`src/rtl/dcache_ctrl_pkg.sv`:
```
// Shared types for the data-cache miss controller: FSM state encoding and
// the default width of the performance counters.
package dcache_ctrl_pkg;

    localparam int CNT_W_DEFAULT = 32;

    typedef enum logic [1:0] {
        ST_IDLE      = 2'd0,
        ST_WRITEBACK = 2'd1,
        ST_READMISS  = 2'd2,
        ST_REFILL    = 2'd3
    } state_e;

endpackage

```
`src/rtl/dcache_miss_ctrl_sat_counter.sv`:
```
// Saturating up-counter: holds at all-ones instead of wrapping, with a
// synchronous clear that takes priority over increment.
module sat_counter #(
    parameter int WIDTH = 32
) (
    input  logic             clk_i,
    input  logic             rst_i,
    input  logic             inc,
    input  logic             clear,
    output logic [WIDTH-1:0] count
);

    localparam logic [WIDTH-1:0] ONE = {{(WIDTH-1){1'b0}}, 1'b1};

    always_ff @(posedge clk_i or negedge rst_i) begin
        if (!rst_i) begin
            count <= '0;
        end else if (clear) begin
            count <= '0;
        end else if (inc && (count != '1)) begin
            count <= count + ONE;
        end
    end

endmodule

```
`src/rtl/dcache_miss_ctrl.sv`:
```
// Data-cache miss controller: stalls the pipeline on a miss, writes back a
// dirty victim, fetches the line and strobes the refill. Optional miss and
// stall-cycle counters are built when DCACHE_PERF_EN is defined.
module dcache_miss_ctrl
    import dcache_ctrl_pkg::*;
#(
    parameter int CNT_W = CNT_W_DEFAULT
) (
    input  logic             clk_i,
    input  logic             rst_i,
    input  logic             req_i,
    input  logic             hit_i,
    input  logic             dirty_i,
    input  logic             mem_ack_i,
    output logic             halt_o,
    output logic             mem_enable_o,
    output logic             mem_write_o,
    output logic             victim_sel_o,
    output logic             refill_o,
    output logic [CNT_W-1:0] miss_cnt_o,
    output logic [CNT_W-1:0] stall_cnt_o
);

    state_e state;
    logic   miss;

    assign miss = (state == ST_IDLE) && req_i && !hit_i;

    // Combinational so the pipeline freezes in the very cycle the miss is seen.
    assign halt_o = (state != ST_IDLE) || (req_i && !hit_i);

    // Memory-side outputs are registered together with the state, so each
    // one is a clean decode of the state it belongs to.
    always_ff @(posedge clk_i or negedge rst_i) begin
        // NOTE: async reset drops any in-flight transaction; a late ack then
        // lands in IDLE, where it is ignored.
        if (!rst_i) begin
            state        <= ST_IDLE;
            mem_enable_o <= 1'b0;
            mem_write_o  <= 1'b0;
            victim_sel_o <= 1'b0;
            refill_o     <= 1'b0;
        end else begin
            // NOTE: non-blocking throughout, so every output sees the same
            // pre-edge state regardless of statement order.
            case (state)
                ST_IDLE: begin
                    if (miss) begin
                        mem_enable_o <= 1'b1;
                        if (dirty_i) begin
                            state        <= ST_WRITEBACK;
                            mem_write_o  <= 1'b1;
                            victim_sel_o <= 1'b1;
                        end else begin
                            state        <= ST_READMISS;
                            mem_write_o  <= 1'b0;
                            victim_sel_o <= 1'b0;
                        end
                    end
                end
                ST_WRITEBACK: begin
                    // Enable stays high: the fetch follows the write-back ack gap-free.
                    if (mem_ack_i) begin
                        state        <= ST_READMISS;
                        mem_write_o  <= 1'b0;
                        victim_sel_o <= 1'b0;
                    end
                end
                ST_READMISS: begin
                    if (mem_ack_i) begin
                        state        <= ST_REFILL;
                        mem_enable_o <= 1'b0;
                        refill_o     <= 1'b1;
                    end
                end
                ST_REFILL: begin
                    state    <= ST_IDLE;
                    refill_o <= 1'b0;
                end
                default: begin
                    state        <= ST_IDLE;
                    mem_enable_o <= 1'b0;
                    mem_write_o  <= 1'b0;
                    victim_sel_o <= 1'b0;
                    refill_o     <= 1'b0;
                end
            endcase
        end
    end

`ifdef DCACHE_PERF_EN
    sat_counter #(.WIDTH(CNT_W)) u_miss_cnt (
        .clk_i (clk_i),
        .rst_i (rst_i),
        .inc   (miss),
        .clear (1'b0),
        .count (miss_cnt_o)
    );

    sat_counter #(.WIDTH(CNT_W)) u_stall_cnt (
        .clk_i (clk_i),
        .rst_i (rst_i),
        .inc   (halt_o),
        .clear (1'b0),
        .count (stall_cnt_o)
    );
`else
    assign miss_cnt_o  = '0;
    assign stall_cnt_o = '0;
`endif

endmodule

```
`config.mk`:
```
export PLATFORM = sky130hd
export DESIGN_NAME = dcache_miss_ctrl
export DESIGN_NICKNAME = d
export VERILOG_FILES = /design/src/rtl/dcache_ctrl_pkg.sv /design/src/rtl/dcache_miss_ctrl_sat_counter.sv /design/src/rtl/dcache_miss_ctrl.sv
export SDC_FILE = /design/constraint.sdc
export NUM_CORES = 1
export LEC_CHECK = 0
export BUFFER_PORTS_ARGS = -buffer_cell sky130_fd_sc_hd__buf_2
export CAP_MARGIN = 20
export CORE_ASPECT_RATIO = 1.2
export CORE_MARGIN = 8
export CORE_UTILIZATION = 40
export DETAILED_ROUTE_END_ITERATION = 8
export PLACE_DENSITY = 0.92
export SYNTH_ARGS = -nofsm -noshare
export SYNTH_HDL_FRONTEND = slang
export SYNTH_SLANG_ARGS = --single-unit
```
`constraint.sdc`:
```
create_clock -name clk_i -period 3.02 [get_ports clk_i]
set_input_delay 0.453 -clock clk_i [delete_from_list [all_inputs] [get_ports clk_i]]
set_output_delay 0.453 -clock clk_i [all_outputs]
set_load 0.01 [all_outputs]
```
=== Word level (Yosys, flattened, before mapping) ===
Index checks and enable logic that the tools add are counted.

* Bits in registers: 5
* Input bits: 6
* Output and inout port bits: 69
* Word-level logic and storage cells: 37

* Equal/unequal tests: 6
* Muxes and demuxes: 13
* Reduce and logical (&&, ||, !) cells: 14

{| class="wikitable"
|+ Operators with widths
! kind !! count
|-
| 3-bit AND reduction || 3
|-
| 2-bit two-way mux || 4
|-
| 2-bit case mux with 4 select lines || 1
|-
| 2-bit nonzero test || 4
|-
| 2-bit != test, second input constant || 3
|-
| 1-bit case mux with 2 select lines || 3
|-
| 1-bit two-way mux || 5
|-
| 2-bit == test, second input constant || 2
|-
| 1-bit logical AND || 3
|-
| 2-bit by 1-bit == test with 1-bit output, second input constant || 1
|-
| 2-bit zero test || 1
|-
| 2-bit AND reduction || 1
|-
| 1-bit zero test || 1
|-
| 1-bit logical OR || 1
|}

=== Longest topological paths before layout ===
* Word-level depth: 5
* Mapped depth: 5
* Mapped depth without buffers: 5

=== Worst setup path before layout ===
Ideal clock, no wire load.

* Path type: register to register
* Start: reg state[1]
* End: reg victim_sel_o
* Setup time: 0.121 ns
* Data arrival time: 1.185 ns
* Setup slack: 1.714 ns
* Cell stages (with the launch flop): 6
* Period minus slack after synthesis: 1.306 ns
* Path through: dfrtp_1 inv_1 ha_1 nor2b_1 mux2_4 a22o_1

* Word-level cells in the longest chain between the ends: 5
* Elaborated cells on any way between the ends: 9
* Classes of those cells: eq/ne: 3; mux: 1; reduce/logical: 5

{| class="wikitable"
|+ Ends and longest elaborated chain
! element !! line !! source
|-
| start: declaration || dcache_miss_ctrl.sv:24 || <nowiki>state_e state;</nowiki>
|-
| start signal: assignment || dcache_miss_ctrl.sv:38 || <nowiki>state <= ST_IDLE;</nowiki>
|-
| start signal: assignment || dcache_miss_ctrl.sv:51 || <nowiki>state <= ST_WRITEBACK;</nowiki>
|-
| start signal: assignment || dcache_miss_ctrl.sv:55 || <nowiki>state <= ST_READMISS;</nowiki>
|-
| 2-bit zero test || dcache_miss_ctrl.sv:27, dcache_miss_ctrl.sv:46 ||
|-
| 1-bit logical AND (2 in series) || dcache_miss_ctrl.sv:27 || <nowiki>assign miss = (state == ST_IDLE) && req_i && !hit_i;</nowiki>
|-
| 2-bit != test (no source line) || - ||
|-
| 3-bit AND reduction (no source line) || - ||
|-
| end signal: assignment || dcache_miss_ctrl.sv:41 || <nowiki>victim_sel_o <= 1'b0;</nowiki>
|-
| end signal: assignment || dcache_miss_ctrl.sv:53 || <nowiki>victim_sel_o <= 1'b1;</nowiki>
|-
| end signal: assignment || dcache_miss_ctrl.sv:57 || <nowiki>victim_sel_o <= 1'b0;</nowiki>
|-
| end: declaration || dcache_miss_ctrl.sv:18 || <nowiki>output logic victim_sel_o,</nowiki>
|}

Several ways; a longest one is shown, not always the timed one.
A chain may end at the register's enable or synchronous reset.

=== Worst setup path in the final report ===
* Start: reg state[0]
* End: out halt_o

* Word-level cells in the longest chain between the ends: 2

{| class="wikitable"
|+ Ends and longest elaborated chain
! element !! line !! source
|-
| 2-bit nonzero test || dcache_miss_ctrl.sv:30 || <nowiki>assign halt_o = (state != ST_IDLE) || (req_i && !hit_i);</nowiki>
|-
| 1-bit logical OR || dcache_miss_ctrl.sv:30 ||
|-
| end: declaration || dcache_miss_ctrl.sv:15 || <nowiki>output logic halt_o,</nowiki>
|}

Every way passes these cells.

==> flow_summary.json <==
{
  "setup_tns_ps": 0,
  "ys_seq_elements": 5,
  "yosysSeqAreaShare_pct": 14.7,
  "leakagePower_nw": 0.452,
  "grt_pass1_vias": 507,
  "synth_compound_area_share_pct": 7.22,
  "antenna_found_initial": 0,
  "synth_mux_area_share_pct": 5.30,
  "synth_top_family_by_area": "buffers and inverters",
  "synth_commonest_cells": "buf_4 (65), dfrtp_1 (5), ha_1 (5)",
  "critPathArrivalTime_ps": 1240,
  "cts_sinks": 5,
  "status": "complete, no violations",
  "synth_top_area_cell": "buf_4",
  "drt-initial-drc-count": 0,
  "seq_area_um2": 125,
  "final-hold-violation-count": 0,
  "htreeDepth": 1,
  "core_area_um2": 2030,
  "synth_cells": 100,
  "synth-async-reset-ratio_pct": 100,
  "cts.clk_slew.worst_paths_ps": 50,
  "multiInputGateArea_um2": 458,
  "yosysMostFrequentCell": "buf_4",
  "synth-simple-area-share_pct": 5.74,
  "endpoint_kind": "primary output",
  "numCtsBuffers": 3,
  "cp-start-kind": "flop",
  "grt.met1_usage_pct": 4.42,
  "synthDistinctLibCells": 18,
  "required_ps": 2570,
  "die_w_um": 58.1,
  "synth_top_area_share_pct": 57.4,
  "syn_avg_cell_area_um2": 8.50,
  "routed_wl_um": 1440,
  "fmax_mhz": 591,
  "clock_latency_ps": 240,
  "rows": 18,
  "slowest_stage": "dfrtp_1",
  "crit_fanout": 5,
  "irDropWorstVdd_v": 0.000194,
  "critPathKind": "flop to primary output",
  "synth_warnings": 0,
  "pin_count": 75,
  "setup_violations": 0,
  "grt_pass1_wl_um": 2050,
  "port_buffers": 10,
  "ant_nets": 0,
  "rsz0062_at_grt": "no",
  "period_needed_ps": 1690,
  "worst_path_largest_cell_delay_ps": 410,
  "drt-pass1-iter-count": 1,
  "start_util_pct": 41.9,
  "num_vias": 457,
  "gp_congestion": 0.821,
  "cap_violations": 0,
  "synthTopCellsByArea": "buf_4 (57%), dfrtp_1 (15%), ha_1 (7.4%), mux2i_1 (3.5%), a22o_1 (2.1%)",
  "worstPathCellList": "inv_1 -> ha_1 -> nand2_1 -> buf_2",
  "hold_class": "input port to asynchronous set/reset pin",
  "wire_per_inst_um": 10.9,
  "drive_gt1_share_pct": 13.4,
  "finalCritPeriodShare_pct": 56.1,
  "slew_violations": 0,
  "antenna_cells_inserted": 0,
  "dpl.hpwl_um": 1310,
  "synth_edf_count": 0,
  "synth_adder_area_share_pct": 7.36,
  "final_util_pct": 34.5,
  "ys.flop_type": "dfrtp_1",
  "overflow": 0,
  "reg2regPathDepth": 5,
  "grt_use_met3_pct": 5.78,
  "grt_use_total_pct": 6.90,
  "root_buffer": "clkbuf_4",
  "drc": 0,
  "cts_tree": "yes",
  "area_growth_pct": -17.7,
  "nets": 124,
  "top_usage_layer": "met2",
  "grt_start_max_net_pins": 7,
  "die_area_um2": 3860,
  "cts_setup_buffers": 0,
  "met2_usage_pct": 12.8,
  "holdBufCountCts": 0,
  "cts_resized": 0,
  "mappedNetlistArea_um2": 850,
  "clk_path_buf_depth": 2,
  "fp.dieH_um": 66.5,
  "fillers": 239,
  "via_per_inst": 3.46,
  "synth_xor_area_share_pct": 0,
  "fin_skew_ps": 6.07,
  "powerDensity_nw_per_um2": 704
}
[critical path: cells and delay by family, from the launching register on]
| family | cells | cell delay, ps |
|---|---|---|
| buffers and inverters | 2 | 270 |
| and+or+nand+nor | 1 | 90 |
| adders and majority gates | 1 | 240 |
| DFF | 1 | 410 |
[state kept, by name, summed over array words and instances, names as in the netlist]
| register | flops |
|---|---|
| mem_enable_o | 1 |
| victim_sel_o | 1 |
| refill_o | 1 |
| state | 2 |
[per-stage QoR]
stage                     setup WS [ps]  instance area, um2  hold WS (ps)  instances  total power [W]
after floorplan                    1710                1090           157        163         0.000408
after global placement             1610                 673           272        128         0.000403
after detailed placement           1570                 673           278        128         0.000413
after CTS                          1310                 699          9.19        132         0.000497
after global routing               1240                 699          14.8        132         0.000536
final                              1330                 699          18.1        132         0.000492
[routing by layer]
| metal | vias to the layer above | share of wire, % |
|---|---|---|
| met5 | - | 0 |
| met4 | 0 | 0 |
| met3 | 0 | 18 |
| met2 | 43 | 53 |
| met1 | 202 | 30 |
| li1 | 212 | - |
[path summary, 6_finish.rpt]
path	startpoint	endpoint	slack, ps
worst max-delay path	state[0]$_DFFE_PN0P_	halt_o	1330
worst min-delay path	rst_i	victim_sel_o$_DFFE_PN0P_	20
worst max register to register	state[0]$_DFFE_PN0P_	state[0]$_DFFE_PN0P_	1570
worst min register to register	mem_enable_o$_DFFE_PN0P_	mem_enable_o$_DFFE_PN0P_	530
max in group asynchronous	rst_i	refill_o$_DFFE_PN0P_	2860
min in group clk_i	mem_enable_o$_DFFE_PN0P_	mem_enable_o$_DFFE_PN0P_	530
[kinds of logic (layout without fill, tap and decap cells)]
| logic type | after synthesis | count (layout) |
|---|---|---|
| fa+ha+maj | 5 | 5 |
| buf+inv | 69 | 18 |
| compound gates | 8 | 8 |
| flops | 5 | 5 |
| mux | 4 | 4 |
| other cells | 1 | 64 |
| simple gates | 8 | 8 |
[layout by cell type (no fill, tap or decap), types with 2 or more instances in the layout]
cell type / n
nand2_1: 3
mux2i_1: 3
clkbuf_4: 3
dfrtp_1: 5
nor2b_1: 2
ha_1: 5
a22o_1: 2
buf_2: 10
a2bb2oi_1: 2
inv_1: 4
conb_1: 64
[area by class of cell]
cell class                      instances  share of cell area (%)
Clock buffer                            4                    3.76
Inverter                                4                    2.15
Multi-Input combinational cell         89                    65.5
Sequential cell                         5                    17.9
Tap cell                               20                    3.58
Timing Repair Buffer                   10                    7.16
[report_power, final]
| group | internal (W) | switching, W | total (W) | leakage, nW |
|---|---|---|---|---|
| logic | 0.000120 | 0.000166 | 0.000286 | 0.377 |
| clock network | 0.0000501 | 0.0000298 | 0.0000799 | 0.0150 |
| registers | 0.000101 | 0.0000254 | 0.000126 | 0.0602 |
| total | 0.000271 | 0.000221 | 0.000492 | 0.452 |
(Power assumes the default switching activity.)
